`src/rtl/instr_imm_stage.sv`:
```
// instr_imm_stage: immediate-field extraction stage between fetch and the
// sign extender. Accepts an instruction word plus a field select, extracts
// the N-bit field at acceptance and presents it from registers downstream
// with a valid/ready handshake. Also counts output transfers and keeps a
// sticky flag for the illegal field select.
//
// Optional feature: define IMM_SKID_EN to build a 2-entry skid buffer with a
// registered in_ready. Without it the stage is a single register whose
// in_ready is combinational.
module instr_imm_stage #(
    parameter int W = 32,
    parameter int N = 16
) (
    input  logic         clk,
    input  logic         rst,
    input  logic [W-1:0] in_instr,
    input  logic [1:0]   in_fmt,
    input  logic         in_valid,
    output logic         in_ready,
    output logic [N-1:0] out_imm,
    output logic         out_valid,
    input  logic         out_ready,
    output logic         ext_hiz,
    output logic         ext_act,
    output logic [7:0]   xfer_cnt,
    output logic         fmt_err
);

    typedef enum logic [1:0] {
        FMT_LO   = 2'b00,
        FMT_HI   = 2'b01,
        FMT_ZERO = 2'b10,
        FMT_ILL  = 2'b11
    } fmt_e;

    logic         accept;
    logic         pop;
    logic [N-1:0] new_imm;

    function automatic logic [N-1:0] extract(input logic [W-1:0] instr, input fmt_e fmt);
        logic [N-1:0] f;
        // NOTE: default the result first so no path leaves it unassigned; in
        // combinational logic that is what keeps a latch from being inferred.
        f = '0;
        case (fmt)
            FMT_LO:  f = instr[N-1:0];
            FMT_HI:  f = instr[W-1:W-N];
            default: f = '0;
        endcase
        return f;
    endfunction

    // Handshake decode and field extraction at the input boundary
    always_comb begin
        accept  = in_valid && in_ready;
        pop     = out_valid && out_ready;
        new_imm = extract(in_instr, fmt_e'(in_fmt));
    end

    // Output transfer counter, wraps naturally at 8 bits
    always_ff @(posedge clk or negedge rst) begin
        if (!rst) begin
            xfer_cnt <= 8'd0;
        end else if (pop) begin
            // NOTE: state registers use non-blocking assignment so every flop
            // samples pre-edge values regardless of statement order.
            xfer_cnt <= xfer_cnt + 8'd1;
        end
    end

    // Sticky illegal-format flag, cleared only by reset
    always_ff @(posedge clk or negedge rst) begin
        if (!rst) begin
            fmt_err <= 1'b0;
        end else if (accept && (fmt_e'(in_fmt) == FMT_ILL)) begin
            fmt_err <= 1'b1;
        end
    end

    // Sign-extender controls decoded straight from the out_valid register
    assign ext_hiz = !out_valid;
    assign ext_act = out_valid;

`ifdef IMM_SKID_EN
    logic         skid_valid;
    logic         skid_next;
    logic [N-1:0] skid_imm;

    // Skid entry is occupied only while the output register is stalled
    always_comb begin
        skid_next = 1'b0;
        if (out_valid && !out_ready) begin
            skid_next = skid_valid || accept;
        end
    end

    // Output register refills from the skid entry first, then from the input
    always_ff @(posedge clk or negedge rst) begin
        if (!rst) begin
            out_valid  <= 1'b0;
            out_imm    <= '0;
            skid_valid <= 1'b0;
            in_ready   <= 1'b0;
        end else begin
            if (!out_valid || out_ready) begin
                if (skid_valid) begin
                    out_imm   <= skid_imm;
                    out_valid <= 1'b1;
                end else if (accept) begin
                    out_imm   <= new_imm;
                    out_valid <= 1'b1;
                end else begin
                    out_valid <= 1'b0;
                end
            end
            skid_valid <= skid_next;
            in_ready   <= !skid_next;
        end
    end

    // Skid payload captures the incoming field while the output is stalled
    always_ff @(posedge clk) begin
        // NOTE: payload storage is left unreset; skid_valid qualifies it, so
        // its power-up contents are never observed.
        if (accept && out_valid && !out_ready) begin
            skid_imm <= new_imm;
        end
    end
`else
    logic ready_en;

    // Holds in_ready low until the first edge after reset release
    always_ff @(posedge clk or negedge rst) begin
        if (!rst) begin
            ready_en <= 1'b0;
        end else begin
            ready_en <= 1'b1;
        end
    end

    assign in_ready = ready_en && (!out_valid || out_ready);

    // Single output register: load on accept, empty on a lone pop
    always_ff @(posedge clk or negedge rst) begin
        if (!rst) begin
            out_valid <= 1'b0;
            out_imm   <= '0;
        end else if (accept) begin
            out_imm   <= new_imm;
            out_valid <= 1'b1;
        end else if (pop) begin
            out_valid <= 1'b0;
        end
    end
`endif

endmodule

```
`config.mk`:
```
export PLATFORM = sky130hd
export DESIGN_NAME = instr_imm_stage
export DESIGN_NICKNAME = d
export VERILOG_FILES = /design/src/rtl/instr_imm_stage.sv
export SDC_FILE = /design/constraint.sdc
export NUM_CORES = 1
export LEC_CHECK = 0
export ABC_AREA = 1
export BUFFER_PORTS_ARGS = -buffer_cell sky130_fd_sc_hd__buf_2
export CORE_UTILIZATION = 49
export CTS_CLUSTER_DIAMETER = 150
export DETAILED_ROUTE_END_ITERATION = 7
export GPL_ROUTABILITY_DRIVEN = 0
export HOLD_SLACK_MARGIN = 0.05
export PLACE_DENSITY = 0.87
export SYNTH_ARGS = -nofsm -noshare
export SYNTH_HDL_FRONTEND = slang
export SYNTH_SLANG_ARGS = --single-unit
export TNS_END_PERCENT = 20
```
`constraint.sdc`:
```
create_clock -name clk -period 1.98 [get_ports clk]
set_input_delay 0.594 -clock clk [delete_from_list [all_inputs] [get_ports clk]]
set_output_delay 0.594 -clock clk [all_outputs]
set_load 0.005 [all_outputs]
```
==> impl_metrics.json, run 1 <==
{
  "status": "complete, no violations",
  "synth_area_mm2": 0.00141,
  "vias_per_cell": 4.84,
  "syn_to_final_growth_pct": 23.5,
  "fin_util_pct": 63.7,
  "crit_type": "register to output pin",
  "p_leak_nw": 1.04,
  "wl_per_cell_um": 10.8,
  "synth.yosys.seq_area_share_pct": 48.0,
  "grt_first_pass_wirelength_mm": 4.93,
  "clk_latency_ns": 0.32,
  "crit_path_max_fanout": 5,
  "synth_area_leaders": "dfrtp_1 (48%), nand2_1 (25%), nand3_1 (6.4%)",
  "setup_slack_ns": 0.223,
  "cts_buffer_depth": 2,
  "crit_family": "flip-flops",
  "hold_viol": 0,
  "ir_worst_vdd_v": 0.000571,
  "grt_antenna_before_repair": 0,
  "cts_root_buf": "clkbuf_4",
  "arrival_ns": 1.16,
  "crit_buf_inv": 2,
  "grt_max_degree": 28,
  "yosysWarnings": 0,
  "die_y_um": 55.6,
  "place_inst": 268,
  "skew_ns": 0.00407,
  "synth_top_cell_by_area": "dfrtp_1",
  "num_vias": 1317,
  "drt-pass1-iter-count": 4,
  "relSlewSlack_pct": 60.9,
  "hold_path_class": "primary input to asynchronous set/reset pin",
  "yosysUniqueCellTypes": 23,
  "min_period_ns": 1.76,
  "drv_cap": 0,
  "coreArea_mm2": 0.00273,
  "slowest_delay_ns": 0.44,
  "ff2ff_setup_slack_ns": 0.82,
  "clock-sinks": 27,
  "fin_setup_tns_ns": 0,
  "grt_pass1_vias": 1131,
  "antenna_left": 0,
  "cts_tree": "yes",
  "synth_seq_cells": 27,
  "crit_slowest_cell": "dfrtp_1",
  "crit_path_cell_trace": "inv_2 -> nor2_2 -> nor2_4 -> buf_2",
  "report.final.setup_viol": 0,
  "track_usage_pct": 20.4,
  "die_area_mm2": 0.00309,
  "ctsResizeCount": 0,
  "cts_setup_buffers": 0,
  "synth_top_area_share_pct": 48.0,
  "initial_core_util_pct": 51.5,
  "hold_buffers": 0,
  "hold_ws_ns": 0.254,
  "drv_slew": 0,
  "synth_fp_nets": 217,
  "die_w_um": 55.6,
  "syn_inst": 178,
  "drtIter0Drc": 34,
  "wirelength_mm": 2.94,
  "power.density_mw_per_mm2": 759,
  "diodes": 0,
  "finalCritPeriodShare_pct": 88.7,
  "worst_pin_slew_ns": 0.586,
  "finalPower_mw": 1.32,
  "clkTransAtPathRegs_ns": 0.14,
  "place_ws_ns": 0.335,
  "max_freq_mhz": 569,
  "critPathCaptureType": "output pin",
  "drive_above_1_share_pct": 34.4,
  "rows": 19,
  "ioPinCount": 67,
  "ctsHtreeMaxLevel": 1,
  "grt-ovfl-total": 0,
  "fin_cells": 272,
  "drcViolationCount": 0,
  "numPortBuffers": 66,
  "syn_avg_cell_area_um2": 7.91,
  "dp_hpwl_mm": 2.15,
  "placed_area_mm2": 0.00171,
  "cp.required_ns": 1.39,
  "cp-start-kind": "register",
  "cts_inserted_buffers": 3,
  "rsz0062_at_grt": "no",
  "fin_area_mm2": 0.00174,
  "fin_nets": 281
}
[final cells by class]
class	count	area, um^2
fillers	268	993
flip-flops and latches	27	676
multi-input cells	134	624
repair buffers	66	330
inverters	10	45.0
well taps	31	38.8
clock buffers	4	26.3
[sequential cells by signal, summed over array words and instances, names as in the netlist]
signal,cells
ext_act,1
out_imm,16
ready_en,1
fmt_err,1
xfer_cnt,8
[layout by cell type, fill, tap and decap left out, drive strengths merged]
cell	instances
dfrtp	27
conb	1
nand2	98
clkbuf	4
buf	66
xnor2	2
o21ai	1
nand3b	2
inv	10
nor2	7
xor2	2
o21bai	1
ha	1
nand3	18
mux2	1
[metal layers]
metal	vias up	share of wire, %	GRT usage [%]
met3	4	4.8	3.49
met5	-	0	0
met4	0	0.65	8.57
li1	673	-	-
met2	49	49	33.4
met1	591	45	26.9
[cells in the mapped netlist]
cell type	instances
o21bai_2	1
xor2_1	2
nor2_1	3
xnor2_1	2
mux2_2	1
buf_2	2
buf_4	3
nor2_2	2
inv_8	1
nand2_8	1
nand2_2	4
nand3_1	18
o21ai_0	1
ha_1	1
dfrtp_1	27
conb_1	1
inv_2	2
buf_12	1
nand2_1	93
nand3b_1	2
inv_1	7
buf_6	1
nor2_4	2
[where the power goes]
part / total (mW) / switching [mW] / internal, mW / leakage [nW]
combinational: 0.355 / 0.178 / 0.178 / 0.686
clock: 0.233 / 0.154 / 0.0787 / 0.0150
sequential: 0.733 / 0.0842 / 0.649 / 0.342
total: 1.32 / 0.416 / 0.905 / 1.04
[final timing paths]
check / cells past startpoint / endpoint / start
worst max-delay path: 4 / in_ready / ext_act
worst min-delay path: 1 / xfer_cnt[3] / rst
max in group asynchronous: 1 / out_imm[10] / rst
min in group clk: 2 / out_imm[11] / out_imm[11]
worst min register to register: 2 / out_imm[11] / out_imm[11]
worst max register to register: 7 / out_imm[9] / ext_act
[logic make-up after synthesis]
group / share of synthesized area [%]
AND/OR/NAND/NOR: 38.7
adder cells (fa/ha/maj): 0.888
other: 0.266
AO/OA/AOI/OAI: 1.15
flip-flops: 48.0
multiplexers: 0.799
XOR/XNOR: 2.49
buffers and inverters: 7.73
Note: power is estimated with default switching activity, not from simulation.
==> run 2: changes to the inputs <==
ABC_AREA = unset   (was 1)
CORE_UTILIZATION = 48   (was 49)
==> impl_metrics.json, run 2 <==
{
  "cts_tree": "yes",
  "hold_buffers": 0,
  "drtIter0Drc": 4,
  "synth_area_mm2": 0.00131,
  "grt_pass1_vias": 1010,
  "largest_register_ffs": 16,
  "rr_startpoint": "ext_act",
  "initial_core_util_pct": 52.0,
  "synth.yosys.seq_area_share_pct": 51.5,
  "synth_fp_nets": 147,
  "rows": 18,
  "cts_setup_buffers": 0,
  "power.density_mw_per_mm2": 795,
  "rsz0062_at_grt": "no",
  "ff2ff_setup_slack_ns": 0.63,
  "synth_top_area_share_pct": 51.5,
  "clkTransAtPathRegs_ns": 0.14,
  "drive_above_1_share_pct": 46.8,
  "cts_inserted_buffers": 3,
  "hold_path_class": "primary input to asynchronous set/reset pin",
  "coreArea_mm2": 0.00252,
  "synth_area_leaders": "dfrtp_1 (51%), mux2i_1 (12%), mux2_1 (7.7%)",
  "post-synth-top-count-cell": "dfrtp_1",
  "die_y_um": 54.3,
  "reg2reg_depth": 3,
  "diodes": 0,
  "cp.required_ns": 1.39,
  "ctsHtreeMaxLevel": 1,
  "max_freq_mhz": 538,
  "skew_ns": 0.00271,
  "grt_first_pass_wirelength_mm": 4.22,
  "fin_area_mm2": 0.00169,
  "finalPower_mw": 1.34,
  "clock-sinks": 27,
  "grt-ovfl-total": 0,
  "ioPinCount": 67,
  "layout_commonest_cell": "buf_2",
  "synthArstFlopShare_pct": 100,
  "drv_cap": 0,
  "drv_slew": 0,
  "worst_pin_slew_ns": 0.567,
  "fin_util_pct": 67.0,
  "die_w_um": 54.3,
  "syn_to_final_growth_pct": 28.8,
  "largest_register": "out_imm",
  "numPortBuffers": 66,
  "syn_inst": 108,
  "report.final.setup_viol": 0,
  "die_area_mm2": 0.00295,
  "ctsResizeCount": 0,
  "wirelength_mm": 2.67,
  "n_fill_cell": 206,
  "vias_per_cell": 5.19,
  "rr_endpoint": "out_imm[3]",
  "synth_seq_cells": 27,
  "ir_worst_vdd_v": 0.000756,
  "yosysWarnings": 0,
  "arrival_ns": 1.26,
  "min_period_ns": 1.86,
  "relSlewSlack_pct": 62.2,
  "fin_setup_tns_ns": 0,
  "critPathCaptureType": "output pin",
  "crit_type": "register to output pin",
  "largestRegisters": "out_imm x16, xfer_cnt x8",
  "ys_top_cells_by_count": "dfrtp_1 (27), nor2_1 (18), mux2i_1 (16)",
  "crit_path_max_fanout": 7,
  "placed_area_mm2": 0.00166,
  "drcViolationCount": 0,
  "syn_avg_cell_area_um2": 12.2,
  "p_leak_nw": 0.926,
  "yosysUniqueCellTypes": 24,
  "status": "complete, no violations",
  "synth-main-ff-cell": "dfrtp_1",
  "hold_viol": 0,
  "cp-start-kind": "register",
  "synth_edf_count": 0,
  "grt_max_degree": 28,
  "mostFrequentLayoutCells": "buf_2 (66), dfrtp_1 (27), nor2_1 (18)",
  "wl_per_cell_um": 13.2,
  "drt-pass1-iter-count": 4,
  "cts_buffer_depth": 2,
  "dp_hpwl_mm": 2.14,
  "antenna_left": 0,
  "fin_nets": 213,
  "track_usage_pct": 20.2,
  "grt_antenna_before_repair": 0,
  "synth_top_cell_by_area": "dfrtp_1",
  "finalCritPeriodShare_pct": 93.8,
  "cts_root_buf": "clkbuf_4",
  "num_vias": 1053,
  "clk_latency_ns": 0.32
}
## run 2: changes by cell type in the layout (fill, tap and decap cells not counted), sizes merged, moves of 2 or more
cell and change:
mux2 +16, nand2 -94, nand3 -16, xnor2 +4, inv -8, mux2i +16, nand3b -2, nor2 +11
nand4 +2
## run 2: layout make-up
class | instances | area [um^2] | area share (%)
Timing Repair Buffer | 67 | 350 | 20.7
Sequential cell | 27 | 676 | 40.0
Clock buffer | 3 | 22.5 | 1.33
Clock inverter | 1 | 7.51 | 0.444
Tap cell | 30 | 37.5 | 2.22
Inverter | 2 | 7.51 | 0.444
Multi-Input combinational cell | 73 | 589 | 34.9
## run 2: how the worst max path moves through the flow
stage | start | slack [ns] | cells after the start | endpoint
detailed placement | out_ready | 0.15 | 4 | in_ready
floorplan | in_fmt[0] | 0.39 | 5 | out_imm[0]
global placement | out_ready | 0.16 | 4 | in_ready
CTS | ext_act | 0.13 | 3 | in_ready
finish | ext_act | 0.12 | 3 | in_ready
global route | ext_act | 0.07 | 3 | in_ready
## run 2: critical path: stages (launching register included)
cell	delay, ns
dfrtp_1	0.49
nand2b_2	0.14
and2_1	0.19
buf_2	0.13
## run 2: through the flow
stage               cells  hold WS (ns)  setup WS, ns
floorplan             108         0.298         0.385
global placement      199         0.457         0.160
detailed placement    199         0.480         0.150
CTS                   203         0.263         0.129
global route          203         0.282        0.0660
finish                203         0.241         0.122
## run 2: cell families after synthesis
kind of cell / synth area share, %
AO/OA/AOI/OAI: 0.763
XOR/XNOR: 4.67
adder cells (fa/ha/maj): 0.953
buffers and inverters: 3.62
flip-flops: 51.5
multiplexers: 26.8
other: 0.286
AND/OR/NAND/NOR: 11.4
## run 2: per-layer routing
layer	vias to the layer above	GRT usage, %	share of wire [%]	wire length, um
met5	-	0	0	0
met4	0	7.69	1.3	35
met3	4	1.67	6.7	178
met2	44	39.2	52	1400
met1	509	22.5	40	1060
li1	496	-	-	-
## run 2: where the power goes
group	switching, mW	internal, mW	leakage [nW]	total [mW]
clock	0.162	0.0771	0.0139	0.239
sequential	0.0938	0.656	0.338	0.749
combinational	0.150	0.206	0.574	0.356
==> run 3: changes to the inputs <==
CAP_MARGIN = 10   (was unset)
CORE_UTILIZATION = 30   (was 48)
PLACE_DENSITY = 0.6   (was 0.87)
==> impl_metrics.json, run 3 (synthesized netlist as in run 2, its figures left out) <==
{
  "power.density_mw_per_mm2": 823,
  "reg2reg_depth": 3,
  "p_seq_share_pct": 53.1,
  "n_fill_cell": 408,
  "cts_root_buf": "clkbuf_8",
  "rsz0062_at_grt": "no",
  "rr_startpoint": "ext_act",
  "rows": 23,
  "wirelength_mm": 2.80,
  "drtIter0Drc": 16,
  "largest_register_ffs": 16,
  "hold_buffers": 0,
  "clock-sinks": 27,
  "grt_first_pass_wirelength_mm": 4.55,
  "ioPinCount": 67,
  "report.final.setup_viol": 0,
  "die_w_um": 68.1,
  "ctsHtreeMaxLevel": 1,
  "ir_worst_vdd_v": 0.000382,
  "crit_type": "primary input to output pin",
  "mostFrequentLayoutCells": "buf_2 (66), dfrtp_1 (27), nor2_1 (18)",
  "largestRegisters": "out_imm x16, xfer_cnt x8",
  "clk_latency_ns": 0.27,
  "dp_hpwl_mm": 2.23,
  "grt-ovfl-total": 0,
  "die_area_mm2": 0.00464,
  "cp.required_ns": 1.39,
  "finalPower_mw": 1.41,
  "net-switching-power_mw": 0.408,
  "drt-pass1-iter-count": 2,
  "cp-start-kind": "primary input",
  "crit_path_max_fanout": 4,
  "drv_slew": 0,
  "ff2ff_setup_slack_ns": 0.63,
  "relSlewSlack_pct": 60.8,
  "arrival_ns": 1.23,
  "cts_setup_buffers": 0,
  "ctsResizeCount": 0,
  "diodes": 0,
  "rr_endpoint": "xfer_cnt[7]",
  "max_freq_mhz": 549,
  "p_leak_nw": 0.928,
  "grt_max_degree": 28,
  "drcViolationCount": 0,
  "hold_path_class": "primary input to asynchronous set/reset pin",
  "drv_cap": 0,
  "fin_nets": 212,
  "vias_per_cell": 4.55,
  "wl_per_cell_um": 12.6,
  "status": "complete, no violations",
  "syn_to_final_growth_pct": 30.4,
  "numPortBuffers": 66,
  "antenna_left": 0,
  "multiInputGateArea_um2": 589,
  "seq_area_um2": 676,
  "grt_antenna_before_repair": 0,
  "cts_buffer_depth": 2,
  "drive_above_1_share_pct": 46.5,
  "clock_power_share_pct": 21.5,
  "skew_ns": 0.00187,
  "place_ws_ns": 0.163,
  "num_vias": 1010,
  "finalCritPeriodShare_pct": 91.9,
  "p_int_mw": 1.00,
  "setup_slack_ns": 0.160,
  "initial_core_util_pct": 32.1,
  "coreArea_mm2": 0.00409,
  "fin_setup_tns_ns": 0,
  "hold_viol": 0,
  "worst_pin_slew_ns": 0.587,
  "min_period_ns": 1.82,
  "critPathCaptureType": "output pin",
  "comb_power_share_pct": 25.3,
  "clkTransAtPathRegs_ns": 0.09,
  "swShare_pct": 28.9,
  "cts_inserted_buffers": 3,
  "largest_register": "out_imm",
  "hold_ws_ns": 0.319,
  "die_y_um": 68.1,
  "grt_pass1_vias": 1058,
  "layout_commonest_cell": "buf_2",
  "track_usage_pct": 13.0,
  "cts_tree": "yes"
}
-- run 3: cell count changes in the layout (fill, tap and decap cells not counted) --
cell,change
buf_12,-1
clkinvlp_4,-1
clkinv_2,+1
clkbuf_4,-3
clkbuf_8,+3
-- run 3: final cells by class --
cell class | count | share of cell area (%)
timing repair buffer | 66 | 19.3
sequential | 27 | 39.5
clock inverter | 1 | 0.292
clock buffer | 3 | 2.41
tap | 50 | 3.65
inverter | 2 | 0.439
multi-input combinational | 73 | 34.4
-- run 3: metal layers --
metal | share of wire [%] | track usage, %
met1 | 41 | 14.2
met2 | 52 | 25.5
met3 | 6.5 | 2.17
met4 | 0.46 | 3.39
met5 | 0 | 0
-- run 3: worst max path at each step --
stage	from	to	slack, ns
finish	out_ready	in_ready	0.16
global route	out_ready	in_ready	0.13
detailed placement	out_ready	in_ready	0.16
CTS	out_ready	in_ready	0.16
global placement	out_ready	in_ready	0.18
floorplan	in_fmt[0]	out_imm[0]	0.39
-- run 3: power by group through the flow --
stage          combinational [mW]  clock [mW]  sequential (mW)
6_report                    0.357       0.304            0.749
5_1_grt                     0.398       0.345            0.768
4_1_cts                     0.365       0.322            0.751
3_5_place_dp                0.366           0            0.759
3_3_place_gp                0.348           0            0.752
2_1_floorplan               0.169           0            0.758
-- run 3: worst max-delay path: stages --
cell and delay, ns:
buf_2 0.11, nand2b_2 0.21, and2_1 0.18, buf_2 0.13
-- run 3: stage by stage --
step	cells	util [%]	cell area, um^2
6_report	222	41.9	1710
4_1_cts	222	41.9	1710
3_5_place_dp	218	40.8	1670
5_1_grt	222	41.9	1710
2_1_floorplan	108	-	1310
3_3_place_gp	218	40.8	1670
